$ cat src/rtl/tiny_rv_fetch.sv
// tiny_rv_fetch: instruction fetch stage of the tiny_rv core.
// Issues word-aligned requests on the instruction memory port, keeps at most
// two requests in flight, and buffers returned words with their PCs in a
// 2-entry FIFO. The FIFO head drives decode. A redirect discards buffered and
// in-flight work and restarts at the new PC.
//
// Ports:
//   i_clk, i_reset            clock, asynchronous active-high reset
//   i_pipe_stall              decode not accepting the head this cycle
//   i_redirect, i_redirect_pc restart fetch at i_redirect_pc (bits [1:0] ignored)
//   o_imem_req_valid/addr     request channel, i_imem_req_ready accepts
//   i_imem_rsp_valid/data     in-order response channel, no backpressure
//   fetch_pc/inst/valid       registered FIFO head (zeros when empty)
module tiny_rv_fetch #(
  parameter logic [31:0] RESET_PC = 32'h0000_0000
) (
  input  logic        i_clk,
  input  logic        i_reset,
  input  logic        i_pipe_stall,
  input  logic        i_redirect,
  input  logic [31:0] i_redirect_pc,
  output logic        o_imem_req_valid,
  output logic [31:0] o_imem_req_addr,
  input  logic        i_imem_req_ready,
  input  logic        i_imem_rsp_valid,
  input  logic [31:0] i_imem_rsp_data,
  output logic [31:0] fetch_pc,
  output logic [31:0] fetch_inst,
  output logic        fetch_valid
);

  logic [31:0] req_pc_q, req_pc_d;
  logic [31:0] rsp_pc_q, rsp_pc_d;
  logic [1:0]  out_cnt_q, out_cnt_d;
  logic [1:0]  drop_cnt_q, drop_cnt_d;
  logic [1:0]  occ_q, occ_d;
  // Entry 0 is always the head; entries are zeroed whenever vacated so the
  // fetch outputs read as zero when the FIFO is empty.
  logic [31:0] e0_pc_q, e0_pc_d, e0_inst_q, e0_inst_d;
  logic [31:0] e1_pc_q, e1_pc_d, e1_inst_q, e1_inst_d;

  logic        pop_s;
  logic        credit_s;
  logic        fire_s;
  logic        rsp_s;
  logic        push_s;
  logic [2:0]  credit_sum_s;
  logic [1:0]  occ_after_pop_s;

  // Handshake decode, credit check and request channel.
  always_comb begin
    pop_s            = (occ_q != 2'd0) && !i_pipe_stall;
    credit_sum_s     = {1'b0, out_cnt_q} + {1'b0, occ_q} - {2'b00, pop_s};
    credit_s         = (credit_sum_s < 3'd2);
    o_imem_req_valid = credit_s && !i_redirect && !i_reset;
    o_imem_req_addr  = req_pc_q;
    fire_s           = o_imem_req_valid && i_imem_req_ready;
    // A response with nothing outstanding is protocol-illegal; ignore it
    // rather than let the counters wrap.
    rsp_s            = i_imem_rsp_valid && (out_cnt_q != 2'd0);
    push_s           = rsp_s && (drop_cnt_q == 2'd0);
  end

  // Next-state logic for counters, PCs and FIFO.
  always_comb begin
    req_pc_d        = req_pc_q;
    rsp_pc_d        = rsp_pc_q;
    out_cnt_d       = out_cnt_q;
    drop_cnt_d      = drop_cnt_q;
    occ_d           = occ_q;
    e0_pc_d         = e0_pc_q;
    e0_inst_d       = e0_inst_q;
    e1_pc_d         = e1_pc_q;
    e1_inst_d       = e1_inst_q;
    occ_after_pop_s = occ_q;
    if (i_redirect) begin
      // Everything still in flight (less a word arriving now) becomes junk.
      req_pc_d   = {i_redirect_pc[31:2], 2'b00};
      rsp_pc_d   = {i_redirect_pc[31:2], 2'b00};
      out_cnt_d  = out_cnt_q - {1'b0, rsp_s};
      drop_cnt_d = out_cnt_q - {1'b0, rsp_s};
      occ_d      = 2'd0;
      e0_pc_d    = 32'h0000_0000;
      e0_inst_d  = 32'h0000_0000;
      e1_pc_d    = 32'h0000_0000;
      e1_inst_d  = 32'h0000_0000;
    end else begin
      if (fire_s) begin
        req_pc_d = req_pc_q + 32'd4;
      end else begin
        req_pc_d = req_pc_q;
      end
      out_cnt_d = out_cnt_q + {1'b0, fire_s} - {1'b0, rsp_s};
      if (rsp_s && !push_s) begin
        drop_cnt_d = drop_cnt_q - 2'd1;
      end else begin
        drop_cnt_d = drop_cnt_q;
      end
      if (pop_s) begin
        e0_pc_d   = e1_pc_q;
        e0_inst_d = e1_inst_q;
        e1_pc_d   = 32'h0000_0000;
        e1_inst_d = 32'h0000_0000;
      end else begin
        e0_pc_d   = e0_pc_q;
        e0_inst_d = e0_inst_q;
      end
      occ_after_pop_s = occ_q - {1'b0, pop_s};
      if (push_s) begin
        rsp_pc_d = rsp_pc_q + 32'd4;
        case (occ_after_pop_s)
          2'd0: begin
            e0_pc_d   = rsp_pc_q;
            e0_inst_d = i_imem_rsp_data;
          end
          2'd1: begin
            e1_pc_d   = rsp_pc_q;
            e1_inst_d = i_imem_rsp_data;
          end
          default: begin
            // Unreachable: the credit check keeps a slot free for every response.
            e1_pc_d   = e1_pc_q;
            e1_inst_d = e1_inst_q;
          end
        endcase
      end else begin
        rsp_pc_d = rsp_pc_q;
      end
      occ_d = occ_after_pop_s + {1'b0, push_s};
    end
  end

  // State registers.
  always_ff @(posedge i_clk or posedge i_reset) begin
    if (i_reset) begin
      req_pc_q   <= RESET_PC;
      rsp_pc_q   <= RESET_PC;
      out_cnt_q  <= 2'd0;
      drop_cnt_q <= 2'd0;
      occ_q      <= 2'd0;
      e0_pc_q    <= 32'h0000_0000;
      e0_inst_q  <= 32'h0000_0000;
      e1_pc_q    <= 32'h0000_0000;
      e1_inst_q  <= 32'h0000_0000;
    end else begin
      req_pc_q   <= req_pc_d;
      rsp_pc_q   <= rsp_pc_d;
      out_cnt_q  <= out_cnt_d;
      drop_cnt_q <= drop_cnt_d;
      occ_q      <= occ_d;
      e0_pc_q    <= e0_pc_d;
      e0_inst_q  <= e0_inst_d;
      e1_pc_q    <= e1_pc_d;
      e1_inst_q  <= e1_inst_d;
    end
  end

  // Decode sees the FIFO head registers directly.
  always_comb begin
    fetch_pc    = e0_pc_q;
    fetch_inst  = e0_inst_q;
    fetch_valid = (occ_q != 2'd0);
  end

endmodule
$ cat config.mk
export PLATFORM = sky130hd
export DESIGN_NAME = tiny_rv_fetch
export DESIGN_NICKNAME = d
export VERILOG_FILES = /design/src/rtl/tiny_rv_fetch.sv
export SDC_FILE = /design/constraint.sdc
export NUM_CORES = 1
export LEC_CHECK = 0
export BUFFER_PORTS_ARGS = -buffer_cell sky130_fd_sc_hd__buf_2
export CELL_PAD_IN_SITES_DETAIL_PLACEMENT = 1
export CELL_PAD_IN_SITES_GLOBAL_PLACEMENT = 1
export CORE_ASPECT_RATIO = 0.9
export CORE_MARGIN = 2
export CORE_UTILIZATION = 44
export CTS_CLUSTER_DIAMETER = 60
export CTS_CLUSTER_SIZE = 8
export DETAILED_ROUTE_END_ITERATION = 7
export PLACE_DENSITY = 0.86
export REMOVE_ABC_BUFFERS = 1
export SYNTH_ARGS = -nofsm -noshare
export SYNTH_HDL_FRONTEND = slang
export SYNTH_SLANG_ARGS = --single-unit
$ cat constraint.sdc
create_clock -name i_clk -period 8.6 [get_ports i_clk]
set_input_delay 1.72 -clock i_clk [delete_from_list [all_inputs] [get_ports i_clk]]
set_output_delay 1.72 -clock i_clk [all_outputs]
set_load 0.01 [all_outputs]
Word level (Yosys, flattened, before mapping)
Index checks and enable logic that the tools add are counted.

Flip-flop bits (word level): 198. Memory bits (writable): 0. Input bits: 70. Bits in latches: 0. Word-level logic and storage cells: 64. Memory bits (read-only): 0. Output and inout port bits: 98. Memories kept: 0.

Eq/ne operators: 2. Multipliers: 0. Mux-type cells: 24. Bitwise operators: 0. $lt $le $gt $ge: 1. Reductions and logical operators: 18. Add/sub/neg operators: 10. Div/mod/pow operators: 0. Shifts and indexed selects: 0.

Operator list (number): 2-to-1 mux 32 bit (18); case mux 32 bit (2 select lines) (2); adder 32 x 3 -> 32 bit, second input constant (2); nonzero test 2 bit (5); 2-to-1 mux 2 bit (4); logical AND 1 bit (7); subtractor 2 x 1 -> 2 bit (3); adder 2 x 1 -> 2 bit (2); zero test 1 bit (4); zero test 2 bit (2); inequality test 4 x 2 -> 1 bit, second input constant (1); adder 2 x 2 -> 3 bit (1); less-than comparator 3 x 2 -> 1 bit, second input constant (1); subtractor 3 x 1 -> 3 bit (1); == test 2 x 1 -> 1 bit, second input constant (1); subtractor 2 x 1 -> 2 bit, second input constant (1).

Logic depth before layout (Yosys ltp)
Word-level depth: 10. Depth in mapped cells: 14. Depth with buffers taken out: 14.

Worst setup path before layout
OpenSTA, ideal clock, no wires.

Path type: input port to output port. From: input i_pipe_stall. To: output o_imem_req_valid. Setup slack: 3.827 ns. Data required time: 6.880 ns. Stages: 6. Arrival: 3.053 ns. Buffers on the path: 0. Cells stage by stage: or3_1 > nand2_1 > nand2_1 > fa_1 > nor3b_1 > and2_1.

Cells in the longest elaborated chain, start to end: 6.

Ends and longest elaborated chain: from (decl) (RTL line 19) `input logic i_pipe_stall,`; zero test 1 bit (RTL line 52) `pop_s = (occ_q != 2'd0) && !i_pipe_stall;`; logical AND 1 bit (RTL line 52); subtractor 3 x 1 -> 3 bit (RTL line 53) `credit_sum_s = {1'b0, out_cnt_q} + {1'b0, occ_q} - {2'b00, pop_s};`; less-than comparator 3 x 2 -> 1 bit (RTL line 54) `credit_s = (credit_sum_s < 3'd2);`; logical AND 1 bit (2 in series) (RTL line 55) `o_imem_req_valid = credit_s && !i_redirect && !i_reset;`; to (decl) (RTL line 22) `output logic o_imem_req_valid,`.

No other way between the ends.

Worst setup path after layout
Ends and elaborated chain as after synthesis.

==> impl_metrics.tcl <==
set metrics [dict create \
    outcome "finished clean" \
    ant_nets 0 \
    finalMaxSlewViolations 0 \
    post_layout_nonfiller_instances 1259 \
    synthSimpleGateAreaFrac_pct 12.75 \
    drv_cap 0 \
    post_cts_setup_repair_bufs 0 \
    finClkSkew_ps 22.08 \
    synth-edff-count 0 \
    synth_area_leader_cell "sky130_fd_sc_hd__dfrtp_1" \
    drtPass1Iterations 4 \
    synth-seq-cells 194 \
    nFillCells 2282 \
    final_nets 1039 \
    antenna_violations_before_repair 1 \
    die-width_um 157.7 \
    netlist_area_mm2 0.009351 \
    post_synth_main_area_contributors "sky130_fd_sc_hd__dfrtp_1, sky130_fd_sc_hd__mux2i_1, sky130_fd_sc_hd__a22o_1" \
    fp.coreArea_mm2 0.02083 \
    drt-wirelength-per-cell_um 20.87 \
    grt_overflow_total 0 \
    global_route_usage_over_all_layers_pct 24.41 \
    synth_sequential_area_ratio_pct 51.91 \
    detail_route.drc_violations 0 \
    critical_path.endpoint_type "output pin" \
    unrepaired_setup_endpoints_after_global_routing "false" \
    area_of_combinational_cells_with_multiple_inputs_mm2 0.004175 \
    power_frac_clock_pct 33.3 \
    crit_path_start_kind "primary input" \
    antenna_cells 0 \
    crit_arrival_ps 3450 \
    detailed_place_hpwl_mm 17.45 \
    final_critical_path_setup_slack_ps 3428 \
    total_leakage_power_nw 5.508 \
    seqCellArea_mm2 0.004855 \
    synthCells 825 \
    ctsHoldBuffers 0 \
    power_per_cell_area_mw_per_mm2 237.6 \
    vias_after_detailed_routing 7217 \
    synthFlopType "sky130_fd_sc_hd__dfrtp_1" \
    postLayoutCoreUtil_pct 52.64 \
    worstSetupPathType "primary input to output pin" \
    switching_fraction_pct 32.39 \
    synthMuxAreaShare_pct 10.69 \
    clk_pin_slew_worst_setup_hold_paths_ps 70 \
    synth_area_per_cell_um2 11.34 \
    synthDominantCellAreaShare_pct 51.91 \
    setup_viol 0 \
    floorplan.die_area_mm2 0.02244 \
    timing.critical_path.required_ps 6880 \
    num_io_pins 168 \
    fin_tns_setup_ps 0 \
    initial_core_util_pct 44.89 \
    gpl.final_weighted_congestion 0.8112 \
    tritoncts_num_sinks 194 \
    post_synth_xor_area_fraction_pct 5.419 \
    internal-power_mw 1.762 \
    hp-class "flip-flop to flip-flop" \
    most_common_cell_in_the_netlist "sky130_fd_sc_hd__dfrtp_1" \
    synth-async-reset-ratio_pct 100.0 \
    tritoncts "yes" \
    power.share.combinational_pct 23.4 \
    post_drt_via_cell_ratio 5.732 \
    actual_slew_at_the_worst_max_slew_pin_ps 901.0 \
    worst_slew_margin_rel_pct 39.94 \
    netlist-cell-type-count 49 \
    cts.repair.resized 0 \
    max_freq_ghz 0.1934 \
    wire_length_of_the_first_global_routing_pass_mm 42.11 \
    combinational_family_with_the_most_area_after_synthesis "compound AO/OA/AOI/OAI gates" \
    synth_warn 0 \
    drt_first_iter_violations 468 \
    hold_viol_final 0 \
    final_min_period_over_clock_period_pct 60.14 \
    routed_wl_mm 26.28 \
    ys_top_cells_by_count "sky130_fd_sc_hd__dfrtp_1, sky130_fd_sc_hd__nor2_1, sky130_fd_sc_hd__mux2i_1" \
    net_switching_power_figure_uw 843.8 \
    port_buffer_count 163 \
    floorplan.rows 50 \
    yosys.area_share.adder_pct 1.284 \
    share_seq_of_total_power_pct 43.3 \
    highest_fanout_seen_on_the_critical_path 5 \
    clockBufferDepth 2 \
    dpl.cell_count 1227 \
    preCtsSetupSlack_ps 3435 \
    die_height_um 142.3 \
    finalWorstPathRequiredPeriod_ps 5172 \
    cts_root_buf "sky130_fd_sc_hd__clkbuf_16" \
    cts_made_buffers 17 \
    via_count_of_the_first_global_routing_pass 7730 \
    htree_levels 4 \
    vdd.ir_drop.worst_mv 0.1178 \
    synth-compound-area-share_pct 14.20 \
    drive_above_1_share_pct 26.31 \
    areaGrowthSynthToFinish_pct 17.26 \
    worstSkewPairLatency_ps 440 \
    maximum_number_of_pins_on_one_net_before_global_route_repair 126 \
]
-- worst paths after layout --
kind / cells past startpoint / end / start / slack [ps]
worst max register to register: 14 / out_cnt_q[1] / occ_q[1] / 5190
worst min register to register: 1 / e1_pc_q[1] / e1_pc_q[1] / 500
worst max-delay path: 8 / o_imem_req_valid / i_pipe_stall / 3430
min in group asynchronous: 2 / fetch_pc[30] / i_reset / 1440
worst min-delay path: 1 / e1_pc_q[1] / e1_pc_q[1] / 500
max in group asynchronous: 3 / e1_pc_q[15] / i_reset / 5730
-- per-stage QoR --
stage | total power, mW | instance area (µm²) | hold slack (ps)
finish | 2.605 | 10970 | 503.5
global route | 2.740 | 10970 | 515.3
CTS | 2.628 | 10970 | 504.0
detailed placement | 1.754 | 10340 | 484.7
global placement | 1.721 | 10340 | 467.8
floorplan | 1.519 | 9072 | 452.8
-- power groups by stage --
stage	clock, mW	combinational (mW)	sequential, mW
after floorplan	0	0.356	1.16
after global placement	0	0.585	1.14
after detailed placement	0	0.610	1.14
after CTS	0.885	0.616	1.13
after global routing	0.921	0.674	1.14
final	0.868	0.609	1.13
-- critical path, cell delays in order --
cell,delay [ps]
sky130_fd_sc_hd__buf_2,130
sky130_fd_sc_hd__or3_1,350
sky130_fd_sc_hd__nand2_1,110
sky130_fd_sc_hd__nand2_1,70
sky130_fd_sc_hd__fa_1,500
sky130_fd_sc_hd__nor3b_1,240
sky130_fd_sc_hd__and2_1,190
sky130_fd_sc_hd__buf_2,140
-- cell type report --
class                      instances  share of cell area (%)
sequential                       194                   44.27
inverter                          17                  0.6504
clock buffer                      18                   3.914
timing repair buffer             171                   8.010
tap                              286                   3.263
clock inverter                    14                   1.814
multi-input combinational        559                   38.08
-- cells in the final DEF, fill, tap and decap left out, types with 17 or more instances in the layout --
cell type | netlist | final
sky130_fd_sc_hd__nor2_1 | 81 | 81
sky130_fd_sc_hd__a22o_1 | 62 | 62
sky130_fd_sc_hd__dfrtp_1 | 194 | 194
sky130_fd_sc_hd__nand2_1 | 30 | 30
sky130_fd_sc_hd__a211oi_1 | 62 | 62
sky130_fd_sc_hd__mux2i_1 | 65 | 65
sky130_fd_sc_hd__clkbuf_16 | 0 | 17
sky130_fd_sc_hd__xnor2_1 | 29 | 29
sky130_fd_sc_hd__buf_2 | 15 | 162
sky130_fd_sc_hd__mux2_2 | 31 | 31
sky130_fd_sc_hd__nand4_1 | 20 | 20
sky130_fd_sc_hd__nand3_1 | 19 | 18
sky130_fd_sc_hd__xor2_1 | 27 | 27
-- cells by family after synthesis --
| kind of cell | count (synthesis) |
|---|---|
| compound gates | 168 |
| simple gates | 227 |
| mux | 96 |
| fa+ha+maj | 9 |
| buf+inv | 73 |
| xor+xnor | 57 |
| other cells | 1 |
| flops | 194 |
-- flip-flops by register name, summed over array words and instances, names as in the netlist --
name,cells
fetch_inst,32
drop_cnt_q,2
fetch_pc,32
e1_inst_q,32
occ_q,2
rsp_pc_q,30
o_imem_req_addr,30
out_cnt_q,2
e1_pc_q,32
-- layer usage --
layer  global-route usage, %  part of all wire, %  wire length [µm]
met1                   33.45                   46             12140
met2                   38.70                   47             12340
met3                   5.024                  5.0              1324
met4                   8.325                  1.8               465
met5                       0                0.049                13
No activity file was read; power rests on OpenSTA's default activity.
